## src/rtl/sweep_pkg.sv

```systemverilog
// rtl/sweep_pkg.sv - shared state encoding and stream framing words for the S-curve sweep
package sweep_pkg;

   // Sweep sequencer states, in the order a normal point is processed
   typedef enum logic [3:0] {
      IDLE,
      HEADER,
      LOAD,
      WAIT_CFG,
      SETTLE,
      COUNT,
      WR_DAC,
      WR_HI,
      WR_LO,
      NEXT,
      TRAILER,
      DONE
   } sweep_state_t;

   // Framing words that bracket one complete sweep in the USB stream
   localparam logic [15:0] HEADER_WORD  = 16'h5C5C;
   localparam logic [15:0] TRAILER_WORD = 16'hC5C5;

   // States that own the FIFO write port and present one word on parallel_data
   function automatic logic is_write_state(input sweep_state_t s);
      return (s == HEADER) || (s == WR_DAC) || (s == WR_HI) ||
             (s == WR_LO)  || (s == TRAILER);
   endfunction

endpackage

```

## src/rtl/trig_edge_counter.sv

```systemverilog
// rtl/trig_edge_counter.sv - rising-edge trigger counter with clear, enable and saturation
module trig_edge_counter
   import sweep_pkg::*;
#(
   parameter int CNT_W = 32
) (
   input  logic             i_clk,
   input  logic             i_reset,
   input  logic             i_trig,
   input  logic             i_clr,
   input  logic             i_en,
   output logic [CNT_W-1:0] o_count
);

   logic             r_trig_d;
   logic [CNT_W-1:0] r_count;
   logic             w_edge;
   logic             w_sat;

   assign w_edge  = i_trig & ~r_trig_d;
   assign w_sat   = &r_count;
   assign o_count = r_count;

   // Previous-cycle trigger level, tracked continuously so the first window cycle has a valid history
   always_ff @(posedge i_clk) begin
      if (i_reset) begin
         r_trig_d <= 1'b0;
      end else begin
         r_trig_d <= i_trig;
      end
   end

   // Saturating count of 0->1 transitions while enabled; clear takes priority over counting
   always_ff @(posedge i_clk) begin
      if (i_reset || i_clr) begin
         r_count <= '0;
      end else if (i_en && w_edge && !w_sat) begin
         r_count <= r_count + CNT_W'(1);
      end
   end

endmodule

```

## src/rtl/scurve_sweep_ctrl.sv

```systemverilog
// rtl/scurve_sweep_ctrl.sv - threshold S-curve sweep sequencer streaming per-point trigger counts
module scurve_sweep_ctrl
   import sweep_pkg::*;
#(
   parameter int DAC_W         = 10,
   parameter int CNT_W         = 32,
   parameter int SETTLE_CYCLES = 400,
   parameter int CFG_TIMEOUT   = 65535
) (
   input  logic             Clk,
   input  logic             reset,
   input  logic             SweepStart,
   input  logic             SweepStop,
   input  logic [DAC_W-1:0] StartDac,
   input  logic [DAC_W-1:0] EndDac,
   input  logic [DAC_W-1:0] DacStep,
   input  logic [15:0]      CountWindow,
   input  logic             TrigIn,
   input  logic             Config_Done,
   output logic             StartLoad,
   output logic [DAC_W-1:0] DacCode,
   input  logic             ext_fifo_full,
   output logic [15:0]      parallel_data,
   output logic             parallel_data_en,
   output logic             SweepBusy,
   output logic             SweepDone,
   output logic             CfgError
);

   // One timer serves the config timeout, the settle delay and the counting window
   localparam int TMR_MAX0 = (SETTLE_CYCLES > CFG_TIMEOUT) ? SETTLE_CYCLES : CFG_TIMEOUT;
   localparam int TMR_MAX  = (TMR_MAX0 > 65535) ? TMR_MAX0 : 65535;
   localparam int TMR_W    = $clog2(TMR_MAX + 1);

   sweep_state_t     r_state;
   logic [DAC_W-1:0] r_dac;
   logic [DAC_W-1:0] r_end;
   logic [DAC_W-1:0] r_step;
   logic [15:0]      r_win;
   logic [TMR_W-1:0] r_timer;
   logic             r_cfg_d;
   logic             r_stop_pend;
   logic             r_start_load;
   logic             r_done;
   logic             r_cfg_err;
   logic [15:0]      r_data;

   logic [TMR_W-1:0] w_timer_nxt;
   logic [DAC_W:0]   w_sum;
   logic [CNT_W-1:0] w_count;
   logic [31:0]      w_count32;
   logic [15:0]      w_dac_word;
   logic             w_cfg_rise;
   logic             w_wr_state;
   logic             w_wr_go;
   logic             w_cnt_clr;
   logic             w_cnt_en;

   assign w_timer_nxt = r_timer + TMR_W'(1);
   // Extra carry bit so a step past the top of the DAC range is seen as "beyond EndDac", never a wrap
   assign w_sum       = {1'b0, r_dac} + {1'b0, r_step};
   assign w_count32   = 32'(w_count);
   assign w_dac_word  = 16'(r_dac);
   assign w_cfg_rise  = Config_Done & ~r_cfg_d;

   // A write completes in the same cycle the FIFO reports space; data is preloaded on state entry
   assign w_wr_state  = is_write_state(r_state);
   assign w_wr_go     = w_wr_state & ~ext_fifo_full;

   // Counter is held clear for the whole settle period and runs only inside the window
   assign w_cnt_clr   = (r_state == SETTLE);
   assign w_cnt_en    = (r_state == COUNT);

   assign StartLoad        = r_start_load;
   assign DacCode          = r_dac;
   assign parallel_data    = r_data;
   assign parallel_data_en = w_wr_go;
   assign SweepBusy        = (r_state != IDLE);
   assign SweepDone        = r_done;
   assign CfgError         = r_cfg_err;

   trig_edge_counter #(
      .CNT_W   (CNT_W)
   ) u_trig_cnt (
      .i_clk   (Clk),
      .i_reset (reset),
      .i_trig  (TrigIn),
      .i_clr   (w_cnt_clr),
      .i_en    (w_cnt_en),
      .o_count (w_count)
   );

   // Sweep sequencer: per point load config, settle, count, then emit DAC code and 32-bit count
   always_ff @(posedge Clk) begin
      if (reset) begin
         r_state      <= IDLE;
         r_dac        <= '0;
         r_end        <= '0;
         r_step       <= '0;
         r_win        <= '0;
         r_timer      <= '0;
         r_cfg_d      <= 1'b0;
         r_stop_pend  <= 1'b0;
         r_start_load <= 1'b0;
         r_done       <= 1'b0;
         r_cfg_err    <= 1'b0;
         r_data       <= '0;
      end else begin
         r_start_load <= 1'b0;
         r_done       <= 1'b0;
         r_cfg_d      <= Config_Done;

         unique case (r_state)
            IDLE: begin
               if (SweepStart) begin
                  r_dac       <= StartDac;
                  r_end       <= EndDac;
                  r_step      <= (DacStep == '0) ? DAC_W'(1) : DacStep;
                  r_win       <= (CountWindow == '0) ? 16'd1 : CountWindow;
                  r_cfg_err   <= 1'b0;
                  r_stop_pend <= 1'b0;
                  r_data      <= HEADER_WORD;
                  r_state     <= HEADER;
               end
            end

            HEADER: begin
               if (!ext_fifo_full) begin
                  if (r_dac > r_end) begin
                     r_data  <= TRAILER_WORD;
                     r_state <= TRAILER;
                  end else begin
                     r_state <= LOAD;
                  end
               end
            end

            LOAD: begin
               if (SweepStop) begin
                  r_data  <= TRAILER_WORD;
                  r_state <= TRAILER;
               end else begin
                  r_start_load <= 1'b1;
                  r_timer      <= '0;
                  r_state      <= WAIT_CFG;
               end
            end

            WAIT_CFG: begin
               if (SweepStop) begin
                  r_data  <= TRAILER_WORD;
                  r_state <= TRAILER;
               end else if (w_cfg_rise) begin
                  r_timer <= '0;
                  r_state <= SETTLE;
               end else if (w_timer_nxt == TMR_W'(CFG_TIMEOUT)) begin
                  r_cfg_err <= 1'b1;
                  r_data    <= TRAILER_WORD;
                  r_state   <= TRAILER;
               end else begin
                  r_timer <= w_timer_nxt;
               end
            end

            SETTLE: begin
               if (SweepStop) begin
                  r_data  <= TRAILER_WORD;
                  r_state <= TRAILER;
               end else if (w_timer_nxt == TMR_W'(SETTLE_CYCLES)) begin
                  r_timer <= '0;
                  r_state <= COUNT;
               end else begin
                  r_timer <= w_timer_nxt;
               end
            end

            COUNT: begin
               if (SweepStop) begin
                  r_data  <= TRAILER_WORD;
                  r_state <= TRAILER;
               end else if (w_timer_nxt == TMR_W'(r_win)) begin
                  r_data  <= w_dac_word;
                  r_state <= WR_DAC;
               end else begin
                  r_timer <= w_timer_nxt;
               end
            end

            WR_DAC: begin
               if (SweepStop) r_stop_pend <= 1'b1;
               if (!ext_fifo_full) begin
                  r_data  <= w_count32[31:16];
                  r_state <= WR_HI;
               end
            end

            WR_HI: begin
               if (SweepStop) r_stop_pend <= 1'b1;
               if (!ext_fifo_full) begin
                  r_data  <= w_count32[15:0];
                  r_state <= WR_LO;
               end
            end

            WR_LO: begin
               if (SweepStop) r_stop_pend <= 1'b1;
               if (!ext_fifo_full) begin
                  if (SweepStop || r_stop_pend) begin
                     r_data  <= TRAILER_WORD;
                     r_state <= TRAILER;
                  end else begin
                     r_state <= NEXT;
                  end
               end
            end

            NEXT: begin
               if (SweepStop || (w_sum > {1'b0, r_end})) begin
                  r_data  <= TRAILER_WORD;
                  r_state <= TRAILER;
               end else begin
                  r_dac   <= w_sum[DAC_W-1:0];
                  r_state <= LOAD;
               end
            end

            TRAILER: begin
               if (!ext_fifo_full) begin
                  r_done  <= 1'b1;
                  r_state <= DONE;
               end
            end

            DONE: begin
               r_state <= IDLE;
            end

            default: begin
               r_state <= IDLE;
            end
         endcase
      end
   end

endmodule

```

## config.mk

```make
export PLATFORM = sky130hd
export DESIGN_NAME = scurve_sweep_ctrl
export DESIGN_NICKNAME = d
export VERILOG_FILES = /design/src/rtl/sweep_pkg.sv /design/src/rtl/trig_edge_counter.sv /design/src/rtl/scurve_sweep_ctrl.sv
export SDC_FILE = /design/constraint.sdc
export NUM_CORES = 1
export LEC_CHECK = 0
export ABC_CLOCK_PERIOD_IN_PS = 5300
export CORE_MARGIN = 4
export CORE_UTILIZATION = 30
export CTS_BUF_LIST = sky130_fd_sc_hd__clkbuf_4
export CTS_CLUSTER_DIAMETER = 30
export DETAILED_ROUTE_END_ITERATION = 10
export SKIP_CTS_REPAIR_TIMING = 1
export SLEW_MARGIN = 10
export SYNTH_ARGS = -nofsm -noshare
export SYNTH_HDL_FRONTEND = slang
export SYNTH_HIERARCHICAL = 1
export SYNTH_SLANG_ARGS = --single-unit
```

## constraint.sdc

```tcl
create_clock -name Clk -period 5.3 [get_ports Clk]
set_clock_uncertainty 0.1 [all_clocks]
set_input_delay 0.53 -clock Clk [delete_from_list [all_inputs] [get_ports Clk]]
set_output_delay 0.53 -clock Clk [all_outputs]
set_load 0.1 [all_outputs]
```

# --- Yosys cells after proc, flatten, opt, wreduce, memory -nomap -nowiden ---
# Index checks and enable logic that the tools add are counted.
classes:
  addsub: 3
  order_cmp: 2
  n_eq_ne: 38
  muxes: 56
  bitwise: 8
  reduce_logical: 31
ops:
  columns: ["op", "n"]
  rows:
  - ["16-bit 2-to-1 mux", 23]
  - ["16-bit case mux with 9 select lines", 1]
  - ["4-bit 2-to-1 mux", 16]
  - ["16-bit case mux with 4 select lines", 1]
  - ["4-bit case mux with 11 select lines", 1]
  - ["32-bit by 1-bit adder with 32-bit output, second input constant", 1]
  - ["32-bit AND reduction", 1]
  - ["10-bit 2-to-1 mux", 3]
  - ["2-bit != test, second input constant", 15]
  - ["10-bit case mux with 2 select lines", 1]
  - ["16-bit by 1-bit adder with 16-bit output, second input constant", 1]
  - ["16-bit == test", 1]
  - ["16-bit == test, second input constant", 1]
  - ["16-bit by 9-bit == test with 1-bit output, second input constant", 1]
  - ["4-bit by 3-bit == test with 1-bit output, second input constant", 4]
  - ["16-bit logical NOT", 1]
  - ["3-bit != test, second input constant", 5]
  - ["13-bit AND reduction", 1]
  - ["4-bit == test, second input constant", 3]
  - ["10-bit by 10-bit adder with 11-bit output", 1]
  - ["11-bit by 10-bit greater-than comparator with 1-bit output", 1]
  - ["10-bit greater-than comparator", 1]
  - ["10-bit logical NOT", 1]
  - ["9-bit AND reduction", 1]
  - ["other kinds (22)", 52]
totals:
  ff_bits: 120
  input_bits: 53

# --- Longest topological paths before layout ---
# Gate-level depths: netlist (run 1).
depth:
  ltp_word: 6
  ltp_mapped: 18
  mapped_depth_nobuf: 16

# --- Hierarchy ---
# Netlist (run 1), hierarchy kept.
by_module_without_submodules:
  columns: ["mod", "n_inst", "cells_per_inst", "area_each_um2"]
  rows:
  - ["scurve_sweep_ctrl", 1, 839, 6488.7]
  - ["trig_edge_counter", 1, 214, 1809.2]

# --- Worst setup path after synthesis (run 1) ---
# No wires, ideal clock.
synth_path:
  path_kind: "register -> register"
  start: "reg r_dac[2] (netlist: DacCode[2])"
  end: "reg r_data[1] (netlist: parallel_data[1])"
  arrival_ps: 4351
  setup_slack_ps: 763
  stages_incl_launch_ff: 17
  n_path_buf: 2
  path_cell_list: "dfxtp_1 -> ha_1 -> nor2b_1 -> o31a_1 -> or4_1 -> a31oi_1 -> xnor2_1 -> ha_1 -> a21o_1 -> a21oi_1 -> o2111ai_1 -> a21oi_1 -> nand3_1 -> and3_1 -> buf_4 -> buf_8 -> a211oi_1"
synth_via:
  elab_chain_cells: 5
  elab_cells_between_ends: 7
synth_rtl:
  columns: ["item", "line_no", "text"]
  rows:
  - ["start, declared", "scurve_sweep_ctrl.sv:36", "logic [DAC_W-1:0] r_dac;"]
  - ["start signal, assigned", "scurve_sweep_ctrl.sv:116", "r_dac <= StartDac;"]
  - ["start signal, assigned", "scurve_sweep_ctrl.sv:222", "r_dac <= w_sum[DAC_W-1:0];"]
  - ["10-bit by 10-bit adder with 11-bit output", "scurve_sweep_ctrl.sv:61", "assign w_sum = {1'b0, r_dac} + {1'b0, r_step};"]
  - ["11-bit by 10-bit greater-than comparator with 1-bit output", "scurve_sweep_ctrl.sv:218", "if (SweepStop || (w_sum > {1'b0, r_end})) begin"]
  - ["1-bit logical OR", "scurve_sweep_ctrl.sv:218", null]
  - ["2-bit != test (no source line)", null, null]
  - ["13-bit AND reduction (no source line) *", null, null]
  - ["end signal, assigned", "scurve_sweep_ctrl.sv:182", "r_data <= w_dac_word;"]
  - ["end signal, assigned", "scurve_sweep_ctrl.sv:192", "r_data <= w_count32[31:16];"]
  - ["end signal, assigned", "scurve_sweep_ctrl.sv:200", "r_data <= w_count32[15:0];"]
  - ["end, declared", "scurve_sweep_ctrl.sv:46", "logic [15:0] r_data;"]
# Mark *: on every way between the ends. The rest lies on a longest branch, timed or not.
# A chain may end at the register's enable or synchronous reset.

# --- Worst setup path after layout (run 1) ---
layout_path:
  start: "reg r_dac[1] (netlist: DacCode[1])"
  end: "reg r_data[10] (netlist: parallel_data[10])"
# The elaborated chain is that of the path after synthesis.

==> results of run 1 <==
==> per-layer routing <==
layer	up-vias	track usage	part of all wire
li1	4023	-	-
met1	3843	0.2401	0.47
met2	318	0.2682	0.45
met3	32	0.03110	0.059
met4	0	0.04388	0.016
met5	-	0	0
==> stage by stage <==
step / std cells / total power [mW] / instance area (um^2)
global route: 1478 / 4.443 / 9564
floorplan: 1053 / 2.985 / 8298
finish: 1478 / 4.179 / 9564
CTS: 1477 / 4.189 / 9562
global placement: 1445 / 3.513 / 9293
detailed placement: 1445 / 3.523 / 9293
==> power breakdown <==
part | leakage [nW] | switching (mW) | internal (mW)
clock | 0.135 | 0.384 | 0.277
combinational | 2.20 | 1.57 | 0.747
sequential | 0.978 | 0.156 | 1.04
total | 3.32 | 2.11 | 2.07
==> final timing paths <==
| check | end | from | cells after the start |
|---|---|---|---|
| worst max-delay path | parallel_data[10] | DacCode[1] | 17 |
| worst min-delay path | r_end[4] | r_end[4] | 2 |
| worst max register to register | parallel_data[10] | DacCode[1] | 17 |
| worst min register to register | r_end[4] | r_end[4] | 2 |
==> logic make-up after synthesis <==
| kind of cell | after synthesis | synth area share |
|---|---|---|
| adders and majority gates | 34 | 0.05217 |
| muxes | 27 | 0.03453 |
| and+or+nand+nor | 426 | 0.2743 |
| buffers and inverters | 110 | 0.06363 |
| xor gates and xnor gates | 29 | 0.03061 |
| AOI/OAI and AO/OA | 307 | 0.2553 |
| DFF | 120 | 0.2895 |
==> area by class of cell <==
| cell class | count | share of cell area |
|---|---|---|
| Timing Repair Buffer | 97 | 0.09759 |
| Clock inverter | 14 | 0.01400 |
| Tap cell | 372 | 0.04867 |
| Clock buffer | 18 | 0.01413 |
| Inverter | 33 | 0.01295 |
| Sequential cell | 120 | 0.2512 |
| Antenna cell | 1 | 0.0002616 |
| Multi-Input combinational cell | 823 | 0.5612 |
==> flip-flops by register name (all words and copies together) (netlist names) <==
register	cells
u_trig_cnt/o_count	32
parallel_data	16
r_timer	16
r_win	16
DacCode	10
r_end	10
r_step	10
r_state	4
CfgError	1
StartLoad	1
SweepDone	1
r_cfg_d	1
r_stop_pend	1
u_trig_cnt/r_trig_d	1
==> Yosys cell counts (all sizes together) (5+ instances only) <==
master | instances | area share
o31ai | 15 | 0.014
clkbuf | 42 | 0.019
a221oi | 5 | 0.0053
nor3 | 25 | 0.018
a311oi | 7 | 0.0074
nand4 | 30 | 0.027
ha | 33 | 0.050
dfxtp | 120 | 0.29
o311a | 10 | 0.012
xor2 | 5 | 0.0053
a22oi | 5 | 0.0045
and2 | 5 | 0.0038
a21oi | 92 | 0.055
o211ai | 7 | 0.0063
buf | 35 | 0.030
nor2b | 8 | 0.0060
and4 | 8 | 0.0084
a211oi | 24 | 0.027
and3 | 14 | 0.011
or4 | 20 | 0.019
o21a | 6 | 0.0054
mux2 | 13 | 0.018
or2 | 7 | 0.0053
a31oi | 24 | 0.018
nand2b | 10 | 0.0075
o21ai | 45 | 0.028
mux2i | 14 | 0.017
o2111ai | 7 | 0.0081
nor4 | 17 | 0.022
xnor2 | 24 | 0.025
a31o | 6 | 0.0063
nand3 | 36 | 0.022
a21o | 8 | 0.0072
nor2 | 84 | 0.038
inv | 32 | 0.014
or3 | 19 | 0.014
nand2 | 134 | 0.061
a41o | 7 | 0.0084
o2bb2ai | 5 | 0.0053
==> critical path: stages (launching register included) <==
cell and delay [ns]:
dfxtp_1 0.45, ha_1 0.26, a21o_1 0.18, a21oi_1 0.24, o21bai_1 0.09, a21oi_1 0.21
o21ai_0 0.22, mux2i_1 0.21, o2111ai_1 0.19, ha_1 0.35, nand3_1 0.10, nor3_1 0.20
a21oi_1 0.06, a21oi_1 0.24, nand3_1 0.10, buf_4 0.20, and3_1 0.40, a311oi_1 0.35
==> run_results.csv, run 1 <==
group,metric,value,unit
sta,whs,0.3607,ns
clock_network,cts_tree,"built",
layout,n_fill_cell,2876,
worst_setup_path,end_kind,"flip-flop",
synth,ys_warn_count,6,
sta,timing_hold_violations_final,0,
clock_network,cts_buffer_depth,2,
die,rows,60,
synth,synth_area,8298,um^2
run,cap_violations,0,
worst_setup_path,cp_data_required_time,5.66,ns
clock_network,cts_max_level,4,
layout,syn2layout_area_growth,15.26,%
layout,final-seq-area,2402,um^2
clock_network,clock-root-buffer,"clkbuf_4",
place,place_ws,1.105,ns
global_routing,antenna_found_initial,1,
layout,layout.nets,1179,
global_routing,grt_start_max_net_pins,53,
synth,synth_ff_type,"dfxtp_1",
worst_setup_path,r2r_slack,1.07,ns
clock_network,clk_latency,0.55,ns
detailed_routing,drt-initial-drc-count,907,
detailed_routing,drc,0,
sta,max_slew_margin,0.2183,
synth,ys_async_sr_fraction,0,
synth,synth-seq-cells,120,
sta,report.final.slew_viol_count,0,
die,initial_core_util,0.3062,
synth,synth_nets,1140,
synth,synth_edf_count,0,
synth,syn_area_per_cell,7.880,um^2
place,dp_hpwl,19540,um
die,die-area,30380,um^2
detailed_routing,dr.pass1.iters,6,
worst_setup_path,cp.arrival,4.60,ns
synth,synth_seq_area_share,0.2895,
global_routing,overflow,0,
die,die_y,174.3,um
clock_network,cts-buffers-inserted,17,
sta,setup_viol,0,
sta,rsz0062_at_grt,"false",
clock_network,clk_pin_slew,0.12,ns
sta,finalCriticalPeriod,4.235,ns
worst_setup_path,startpoint_type,"flip-flop",
die,die_x,174.3,um
synth,syn_inst,1053,
clock_network,cts_sinks,120,
global_routing,grt_use_total,0.1702,
sta,worst_pin_slew,1.173,ns
worst_setup_path,path_class,"reg2reg",
place,io_buffers,83,
detailed_routing,post_drt_wl_per_cell,17.88,um
detailed_routing,vias_per_cell,5.559,
sta,setup_ws,1.065,ns
global_routing,grt_pass1_vias,7465,
worst_setup_path,crit_fanout,18,
die,coreArea,27100,um^2
power_and_ir_drop,p_leak,3.316,nW
power_and_ir_drop,ir_drop,0.3254,mV
layout,multiInputGateArea,5368,um^2
detailed_routing,finalWirelength,26430,um
power_and_ir_drop,powerDensity,437.0,nW/um^2
layout,layout_common_cells,"nand2_1 (134), dfxtp_1 (120), a21oi_1 (92)",
sta,max_freq,0.2361,GHz
place,place_congestion,0.8833,
layout,fin_util,0.3529,
sta,finalCritPeriodShare,0.7990,
status,status,"finished clean",
detailed_routing,ant_nets,0,
layout,layout_commonest_cell,"nand2_1",
sta,fin_tns_setup,0,ns
detailed_routing,dr_total_vias,8216,
synth,ys_types,84,
global_routing,grt_first_pass_wirelength,41860,um
die,ios,84,
layout,drive_gt1_frac,0.09140,
hold_path,hp-class,"reg2reg",
Power figures use the tool's default switching activity.
==> run 2: changes to the inputs <==
ABC_CLOCK_PERIOD_IN_PS = 4400   (was 5300)
clock period = 4.4 ns   (was 5.3 ns; I/O delays follow)
==> run_results.csv, run 2 (same netlist as run 1, synthesis figures left out) <==
group,metric,value,unit
status,status,"finished clean",
die,die_x,174.3,um
power_and_ir_drop,power_frac_comb,0.555,
clock_network,cts_sinks,120,
power_and_ir_drop,p_int,2.599,mW
layout,syn2layout_area_growth,16.96,%
sta,max_freq,0.2502,GHz
clock_network,clock-root-buffer,"clkbuf_4",
layout,layout.nets,1194,
power_and_ir_drop,total_power,5.188,mW
worst_setup_path,crit_fanout,16,
place,dp_hpwl,19930,um
global_routing,grt_start_max_net_pins,68,
worst_setup_path,cpMaxStageDelayCell,"or4_1",
global_routing,overflow,0,
place,place_congestion,0.9441,
clock_network,cts_buffer_depth,2,
clock_network,cts-buffers-inserted,17,
detailed_routing,dr.pass1.iters,5,
hold_path,hp-class,"in2reg",
power_and_ir_drop,swShare,0.4990,
global_routing,grt_use_total,0.1740,
worst_setup_path,cp_data_required_time,4.75,ns
sta,worst_pin_slew,1.048,ns
global_routing,grt_first_pass_wirelength,43020,um
detailed_routing,post_drt_wl_per_cell,18.11,um
sta,finalCriticalPeriod,3.997,ns
sta,report.final.slew_viol_count,0,
run,cap_violations,0,
die,ios,84,
sta,rsz0062_at_grt,"false",
die,die_y,174.3,um
detailed_routing,drt-initial-drc-count,708,
power_and_ir_drop,ir_drop,0.3866,mV
sta,timing_hold_violations_final,0,
place,io_buffers,83,
sta,setup_viol,0,
detailed_routing,finalWirelength,27020,um
worst_setup_path,startpoint_type,"flip-flop",
detailed_routing,ant_nets,0,
global_routing,antenna_found_initial,2,
sta,finalCritPeriodShare,0.9085,
layout,layout_common_cells,"nand2_1 (134), dfxtp_1 (118), a21oi_1 (92)",
power_and_ir_drop,seqPwrFrac,0.276,
worst_setup_path,end_kind,"flip-flop",
detailed_routing,vias_per_cell,5.573,
sta,whs,0.1659,ns
power_and_ir_drop,power_frac_clock,0.169,
layout,drive_gt1_frac,0.1072,
detailed_routing,drc,0,
die,initial_core_util,0.3062,
sta,max_slew_margin,0.2995,
clock_network,clk_pin_slew,0.12,ns
detailed_routing,dr_total_vias,8315,
worst_setup_path,crit_chain,"ha_1 -> inv_1 -> fa_1 -> nor2b_1 -> o31a_1 -> or4_1 -> a31oi_1 -> xnor2_1 -> ha_1 -> a21o_1 -> a21oi_1 -> o2111ai_1 -> a21oi_1 -> nand3_1 -> and3_1 -> buf_4 -> a311oi_1",
power_and_ir_drop,p_sw,2.589,mW
worst_setup_path,cp.arrival,4.35,ns
worst_setup_path,path_class,"reg2reg",
power_and_ir_drop,powerDensity,534.5,nW/um^2
layout,largest_reg_flops,32,
clock_network,clk_latency,0.56,ns
layout,layout_commonest_cell,"nand2_1",
sta,fin_tns_setup,0,ns
worst_setup_path,cpPeakStageDelay,0.44,ns
power_and_ir_drop,p_leak,3.421,nW
clock_network,cts_max_level,4,
die,coreArea,27100,um^2
clock_network,cts_tree,"built",
die,die-area,30380,um^2
global_routing,grt_pass1_vias,7763,
die,rows,60,
==> run 2: stage by stage <==
| step | cell area [um^2] | utilization | instances | worst slack, ns |
|---|---|---|---|---|
| after floorplan | 8300 | - | 1053 | 0.04313 |
| after global placement | 9403 | 0.3470 | 1460 | 0.5679 |
| after detailed placement | 9403 | 0.3470 | 1460 | 0.4718 |
| after CTS | 9703 | 0.3580 | 1491 | 0.4319 |
| after global routing | 9706 | 0.3581 | 1492 | 0.1187 |
| final | 9706 | 0.3581 | 1492 | 0.4027 |
==> run 2: metal layers <==
metal | global-route usage | part of all wire | vias to the layer above | routed length, um
li1 | - | - | 4056 | -
met1 | 0.2464 | 0.48 | 3948 | 13100
met2 | 0.2736 | 0.45 | 276 | 12110
met3 | 0.02893 | 0.049 | 33 | 1333
met4 | 0.04817 | 0.017 | 2 | 469
met5 | 0 | 0.00048 | - | 13
==> run 2: area by class of cell <==
class	count	area, um^2
multi-input cells	823	5368
repair buffers	112	1041
clock buffers	17	127.6
inverters	33	123.9
flip-flops and latches	120	2405
fillers	2817	17400
diodes	1	2.502
well taps	372	465.4
clock inverters	14	172.7
==> run 2: path summary, 6_finish.rpt <==
kind / from / end / slack, ns / depth (start not counted)
max: DacCode[0] / parallel_data[14] / 0.40 / 17
min: reset / u_trig_cnt/r_trig_d / 0.17 / 2
min reg2reg: r_end[8] / r_end[8] / 0.36 / 2
max reg2reg: DacCode[0] / parallel_data[14] / 0.40 / 17
==> run 2: critical path: cells and delay by family, from the launching register on <==
kind | cells | cell delay, ns
AO/OA/AOI/OAI | 7 | 1.51
AND/OR/NAND/NOR | 4 | 0.83
adder cells (fa/ha/maj) | 3 | 0.68
flip-flops | 1 | 0.34
buffers and inverters | 2 | 0.27
XOR/XNOR | 1 | 0.17
==> run 2: power by group through the flow <==
stage                     registers (mW)  clock network, mW  logic (mW)
after floorplan                     1.96                  0        1.64
after global placement              1.45                  0        2.83
after detailed placement            1.46                  0        2.86
after CTS                           1.43              0.897        2.87
after global routing                1.45              0.953        3.11
final                               1.43              0.876        2.88
==> patch 1 (flow settings as in run 1) <==
Set the parameter `SETTLE_CYCLES` to 800 (it was 400).
--- a/src/rtl/scurve_sweep_ctrl.sv
+++ b/src/rtl/scurve_sweep_ctrl.sv
@@ -4,7 +4,7 @@
 #(
    parameter int DAC_W         = 10,
    parameter int CNT_W         = 32,
-   parameter int SETTLE_CYCLES = 400,
+   parameter int SETTLE_CYCLES = 800,
    parameter int CFG_TIMEOUT   = 65535
 ) (
    input  logic             Clk,
Behaviour: no difference found for any inputs over 4 cycles, from zero or initial values and one cycle with reset high; that may be too few to reach the edited logic, so the function may still have changed.
==> patch 1 against run 1 <==
  * Routed wire length shrank 1.9%
  * Combinational power is 8.6% higher
  * Critical endpoint is now parallel_data[13]
  * Clock power increased by 10%
  * Total power up 6.8%
  * Maximum frequency is 4.1% lower
  * Via count decreased by 2.6%
  * Cell area shrank 1.6%
  * Synthesized area is 2.5% lower
  * Highest routed layer unchanged
  * Critical path depth is the same
  * Worst setup slack worse by 0.18 ns
  * Sequential share of layout area increased by 0.41 points
  * Sequential cell count unchanged
==> patch 1: results (changes against run 1) <==
[metrics] Via density: 5.625 (+1.2%)
[metrics] crit path DAT: 4.74 ns (+0.14 ns)
[metrics] Total GRT Usage: 17.45% (+0.44 points)
[metrics] Worst path top cell family by delay: simple AND/OR/NAND/NOR gates
[metrics] maximum resistive drop on vdd: 0.4334 mV (+33%)
[metrics] part of the Yosys area used for sequential elements: 29.69% (+0.74 points)
[metrics] met1 wire length: 12.31 mm (-1.2%)
[metrics] multiplexer share of the synthesized area: 1.794% (-1.7 points)
[metrics] total routed wirelength: 25.93 mm (-1.9%)
[metrics] worst reg2reg startpoint: DacCode[0]
[metrics] Post-synth top cells: 134 x nand2_1, 120 x dfxtp_1, 97 x a21oi_1
[metrics] met3 wire len: 1.649 mm (+6.4%)
[metrics] status: completed
[metrics] CP Max Fanout: 14 (-4)
[metrics] Root Buffer Master: clkbuf_4
[metrics] depth of the worst register-to-register path: 17 (unchanged)
[metrics] vias in the first global route: 7593 (+1.7%)
[metrics] Mapped Cells: 1028 (-2.4%)
[metrics] Compound-Gate Fraction of Synth Area: 25.24% (-0.29 points)
[metrics] met3 track demand over resource in global routing: 4.275% (+1.2 points)
[metrics] P_leak: 3.253 nW (-1.9%)
[metrics] final net count: 1164 (-1.3%)
[metrics] wire length of the first global-routing pass: 41.21 mm (-1.5%)
[metrics] DRC violation total after the first TritonRoute iteration: 779 (-14%)
[metrics] maximum number of pins on one net before global-route repair: 74 (+40%)
[metrics] worst slack after detailed placement: 0.9367 ns (-0.1680 ns)
[metrics] minimum setup slack among reg-to-reg paths: 0.88 ns (-0.18 ns)
[metrics] global routing usage on met2: 27.51% (+0.69 points)
[metrics] endpoint of the worst-slack reg-to-reg timing path: parallel_data[13]
[metrics] instance count after placement with tap cells included: 1393 (-3.6%)
[metrics] adder-cell share of the synthesized area: 5.350% (+0.13 points)
[metrics] sum of met2 wire segment lengths after detailed routing: 11.68 mm (-2.6%)
[metrics] Fin Hold WS: 0.2250 ns (-0.1357 ns)
[metrics] Fillers: 2739 (-4.8%)
[metrics] area share of xor/xnor cells in the synthesized design: 4.144% (+1.1 points)
[metrics] synthesized netlist net count: 1115 (-2.2%)
[metrics] leading register cell type out of synthesis: dfxtp_1
[metrics] Vias: 8005 (-2.6%)
[metrics] final estimated routing congestion in global placement: 0.9193 (+4.1%)
[metrics] P_sw: 0.002226 W (+5.5%)
[metrics] hold worst-path end: r_win[2]
[metrics] fraction of final layout cells with drive strength greater than 1: 7.544% (-1.6 points)
[metrics] Min-Delay Startpoint: reset
[metrics] hold crit path type: in -> reg
[metrics] max_slew headroom: 20.51% (-1.3 points)
[metrics] standard cell with the maximum stage delay on the critical path: and3b_1
[metrics] Yosys cell types: 85 (+1.2%)
[metrics] cell area after placement: 9114 µm² (-1.9%)
[metrics] met1 usage: 24.38% (+0.37 points)
patch 1: worst max path at each step:
stage,start,endpoint,slack (ns),cells after the start
floorplan,DacCode[0],parallel_data[4],0.81,19
global placement,DacCode[0],parallel_data[6],1.04,17
detailed placement,DacCode[0],parallel_data[2],0.94,17
CTS,DacCode[0],parallel_data[2],0.91,17
global route,DacCode[0],DacCode[1],0.57,17
finish,DacCode[0],parallel_data[13],0.88,17
patch 1: layout make-up:
class	instances	area, µm²	share of cell area [%]
inverters	43	161.4	1.715
multi-input cells	801	5223	55.51
flip-flops and latches	120	2402	25.53
clock buffers	18	135.1	1.436
clock inverters	11	157.7	1.676
repair buffers	94	908.4	9.654
well taps	335	419.2	4.455
diodes	1	2.502	0.02660
patch 1: power by group through the flow:
stage               logic, W  clock network, W  registers, W
finish               0.00252          0.000728       0.00122
global placement     0.00250                 0       0.00124
CTS                  0.00252          0.000755       0.00122
detailed placement   0.00251                 0       0.00124
global route         0.00274          0.000784       0.00124
floorplan            0.00140                 0       0.00172
==> patch 2 (settings of run 1) <==
Made on the original files. Add an input register stage for `SweepStart`, `SweepStop` and `Config_Done`, with the module's reset; this delays them by one clock. The other inputs are not delayed to match.
--- a/src/rtl/scurve_sweep_ctrl.sv
+++ b/src/rtl/scurve_sweep_ctrl.sv
@@ -32,6 +32,22 @@
    localparam int TMR_MAX  = (TMR_MAX0 > 65535) ? TMR_MAX0 : 65535;
    localparam int TMR_W    = $clog2(TMR_MAX + 1);
 
+   logic SweepStart_q;
+   logic SweepStop_q;
+   logic Config_Done_q;
+
+   always_ff @(posedge Clk) begin
+      if (reset) begin
+         SweepStart_q  <= '0;
+         SweepStop_q   <= '0;
+         Config_Done_q <= '0;
+      end else begin
+         SweepStart_q  <= SweepStart;
+         SweepStop_q   <= SweepStop;
+         Config_Done_q <= Config_Done;
+      end
+   end
+
    sweep_state_t     r_state;
    logic [DAC_W-1:0] r_dac;
    logic [DAC_W-1:0] r_end;
@@ -61,7 +77,7 @@
    assign w_sum       = {1'b0, r_dac} + {1'b0, r_step};
    assign w_count32   = 32'(w_count);
    assign w_dac_word  = 16'(r_dac);
-   assign w_cfg_rise  = Config_Done & ~r_cfg_d;
+   assign w_cfg_rise  = Config_Done_q & ~r_cfg_d;
 
    // A write completes in the same cycle the FIFO reports space; data is preloaded on state entry
    assign w_wr_state  = is_write_state(r_state);
@@ -108,11 +124,11 @@
       end else begin
          r_start_load <= 1'b0;
          r_done       <= 1'b0;
-         r_cfg_d      <= Config_Done;
+         r_cfg_d      <= Config_Done_q;
 
          unique case (r_state)
             IDLE: begin
-               if (SweepStart) begin
+               if (SweepStart_q) begin
                   r_dac       <= StartDac;
                   r_end       <= EndDac;
                   r_step      <= (DacStep == '0) ? DAC_W'(1) : DacStep;
@@ -136,7 +152,7 @@
             end
 
             LOAD: begin
-               if (SweepStop) begin
+               if (SweepStop_q) begin
                   r_data  <= TRAILER_WORD;
                   r_state <= TRAILER;
                end else begin
@@ -147,7 +163,7 @@
             end
 
             WAIT_CFG: begin
-               if (SweepStop) begin
+               if (SweepStop_q) begin
                   r_data  <= TRAILER_WORD;
                   r_state <= TRAILER;
                end else if (w_cfg_rise) begin
@@ -163,7 +179,7 @@
             end
 
             SETTLE: begin
-               if (SweepStop) begin
+               if (SweepStop_q) begin
                   r_data  <= TRAILER_WORD;
                   r_state <= TRAILER;
                end else if (w_timer_nxt == TMR_W'(SETTLE_CYCLES)) begin
@@ -175,7 +191,7 @@
             end
 
             COUNT: begin
-               if (SweepStop) begin
+               if (SweepStop_q) begin
                   r_data  <= TRAILER_WORD;
                   r_state <= TRAILER;
                end else if (w_timer_nxt == TMR_W'(r_win)) begin
@@ -187,7 +203,7 @@
             end
 
             WR_DAC: begin
-               if (SweepStop) r_stop_pend <= 1'b1;
+               if (SweepStop_q) r_stop_pend <= 1'b1;
                if (!ext_fifo_full) begin
                   r_data  <= w_count32[31:16];
                   r_state <= WR_HI;
@@ -195,7 +211,7 @@
             end
 
             WR_HI: begin
-               if (SweepStop) r_stop_pend <= 1'b1;
+               if (SweepStop_q) r_stop_pend <= 1'b1;
                if (!ext_fifo_full) begin
                   r_data  <= w_count32[15:0];
                   r_state <= WR_LO;
@@ -203,9 +219,9 @@
             end
 
             WR_LO: begin
-               if (SweepStop) r_stop_pend <= 1'b1;
-               if (!ext_fifo_full) begin
-                  if (SweepStop || r_stop_pend) begin
+               if (SweepStop_q) r_stop_pend <= 1'b1;
+               if (!ext_fifo_full) begin
+                  if (SweepStop_q || r_stop_pend) begin
                      r_data  <= TRAILER_WORD;
                      r_state <= TRAILER;
                   end else begin
@@ -215,7 +231,7 @@
             end
 
             NEXT: begin
-               if (SweepStop || (w_sum > {1'b0, r_end})) begin
+               if (SweepStop_q || (w_sum > {1'b0, r_end})) begin
                   r_data  <= TRAILER_WORD;
                   r_state <= TRAILER;
                end else begin
Check against the original RTL: not equivalent (Yosys sat finds a counterexample within 4 cycles, from zero or initial values and one cycle with reset high).
==> patch 2 against run 1 <==
  * Synthesized area decreased by 0.65%
  * Sequential power fell by 4%
  * Sequential cell count increased by 3
  * Sequential share of layout area rose by 0.77 points
  * Routed wire length decreased by 2.0%
  * Total power decreased by 6.1%
  * Worst setup slack got worse by 0.39 ns
  * Cell area fell by 0.56%
  * Critical endpoint is now parallel_data[6]
==> patch 2: results (changes against run 1) <==
[metrics] status: completed
[metrics] Post-synth top cells: 151 x nand2_1, 123 x dfxtp_1, 97 x a21oi_1
[metrics] Yosys cell types: 83 (-1.2%)
[metrics] worst slack after detailed placement: 0.7522 ns (-0.3525 ns)
[metrics] met3 track demand over resource in global routing: 2.835% (-0.27 points)
[metrics] synthesized netlist net count: 1149 (+0.79%)
[metrics] CP Max Fanout: 17 (-1)
[metrics] vias in the first global route: 7795 (+4.4%)
[metrics] fraction of final layout cells with drive strength greater than 1: 7.547% (-1.6 points)
[metrics] Total GRT Usage: 16.85% (-0.16 points)
[metrics] final net count: 1187 (+0.68%)
[metrics] minimum setup slack among reg-to-reg paths: 0.68 ns (-0.39 ns)
[metrics] part of the Yosys area used for sequential elements: 29.87% (+0.92 points)
[metrics] cell area after placement: 9249 µm² (-0.47%)
[metrics] maximum number of pins on one net before global-route repair: 61 (+15%)
[metrics] Vias: 8193 (-0.28%)
[metrics] maximum resistive drop on vdd: 0.3050 mV (-6.3%)
[metrics] wire length of the first global-routing pass: 41.84 mm (about the same)
[metrics] clock latency reported for the late side of the worst-skew pair: 0.57 ns (+0.02 ns)
[metrics] max_slew headroom: 21.38% (-0.45 points)
[metrics] standard cell with the maximum stage delay on the critical path: a311oi_4
[metrics] most area-consuming cells after synthesis: dfxtp_1 30%, nand2_1 6.9%, a21oi_1 5.9%
[metrics] crit path DAT: 4.95 ns (+0.35 ns)
[metrics] final estimated routing congestion in global placement: 0.8789 (-0.50%)
[metrics] crit-path max cell delay: 0.76 ns (+0.31 ns)
[metrics] hold crit path type: in -> reg
[metrics] Fillers: 2838 (-1.3%)
[metrics] DRC violation total after the first TritonRoute iteration: 569 (-37%)
[metrics] measured slew at the worst slew-check pin: 1.179 ns (+0.006763 ns)
[metrics] P_leak: 3.261 nW (-1.7%)
[metrics] number of detailed-routing iterations run before antenna repair: 5 (-1)
[metrics] buffers from clock root to sink, at most: 2 (unchanged)
[metrics] global routing usage on met2: 27.32% (+0.50 points)
[metrics] met1 usage: 22.82% (-1.2 points)
patch 2: cell types whose count changed after synthesis, moves of 6 or more:
cell / run 1 / this run
or3_1: 19 / 13
o311a_1: 10 / 4
buf_4: 10 / 3
o311ai_0: 1 / 13
nand4_1: 25 / 17
nand2_1: 134 / 151
o31ai_1: 15 / 21
o21ai_1: 4 / 10
nor2b_1: 8 / 18
a211oi_1: 15 / 9
clkbuf_1: 42 / 56
xnor2_1: 24 / 18
mux2_2: 13 / 3
patch 2: routing by layer:
layer	vias up	share of wire [%]
met3	42	5.6
met2	261	46
met1	3871	46
met5	-	0
met4	0	2.4
li1	4019	-
patch 2: cell type report:
type	instances	area, µm²	share of cell area [%]
Antenna cell	1	2.502	0.02631
Multi-Input combinational cell	831	5321	55.95
Clock buffer	18	135.1	1.421
Sequential cell	123	2462	25.89
Tap cell	341	426.7	4.486
Clock inverter	14	123.9	1.302
Timing Repair Buffer	95	918.4	9.657
Inverter	32	120.1	1.263
patch 2: worst max-delay path by stage:
stage / from / endpoint / slack [ns] / cells past startpoint
6_report: DacCode[1] / parallel_data[6] / 0.68 / 17
4_1_cts: DacCode[1] / parallel_data[6] / 0.72 / 17
3_5_place_dp: DacCode[1] / parallel_data[6] / 0.75 / 17
2_1_floorplan: DacCode[1] / DacCode[1] / 0.39 / 19
3_3_place_gp: DacCode[1] / parallel_data[6] / 0.87 / 17
5_1_grt: DacCode[1] / DacCode[9] / 0.27 / 17
patch 2: cell families (layout without fill, tap and decap cells):
group	Yosys count	after routing	share of synthesized area (%)
adder cells (fa/ha/maj)	34	34	5.251
AND/OR/NAND/NOR	449	449	28.94
flip-flops	123	123	29.87
XOR/XNOR	23	23	2.777
buffers and inverters	108	159	5.585
AO/OA/AOI/OAI	304	304	24.97
multiplexers	21	21	2.610
other	0	1	0
patch 2: through the flow:
stage / hold WS, ns / cells
6_report: 0.3080 / 1455
5_1_grt: 0.2857 / 1455
4_1_cts: 0.2695 / 1454
3_5_place_dp: 0.3489 / 1422
3_3_place_gp: 0.3475 / 1422
2_1_floorplan: 0.3363 / 1062
patch 2: worst max-delay path, delay by kind of cell, from the launching register on:
| kind | cells | cell delay [ns] |
|---|---|---|
| mux | 1 | 0.24 |
| fa+ha+maj | 2 | 0.59 |
| flops | 1 | 0.47 |
| simple gates | 6 | 1.10 |
| compound gates | 8 | 1.97 |
patch 2: power by group:
| part | switching (W) | internal, W |
|---|---|---|
| Clock | 0.000409 | 0.000238 |
| Sequential | 0.000110 | 0.00104 |
| Combinational | 0.00144 | 0.000686 |
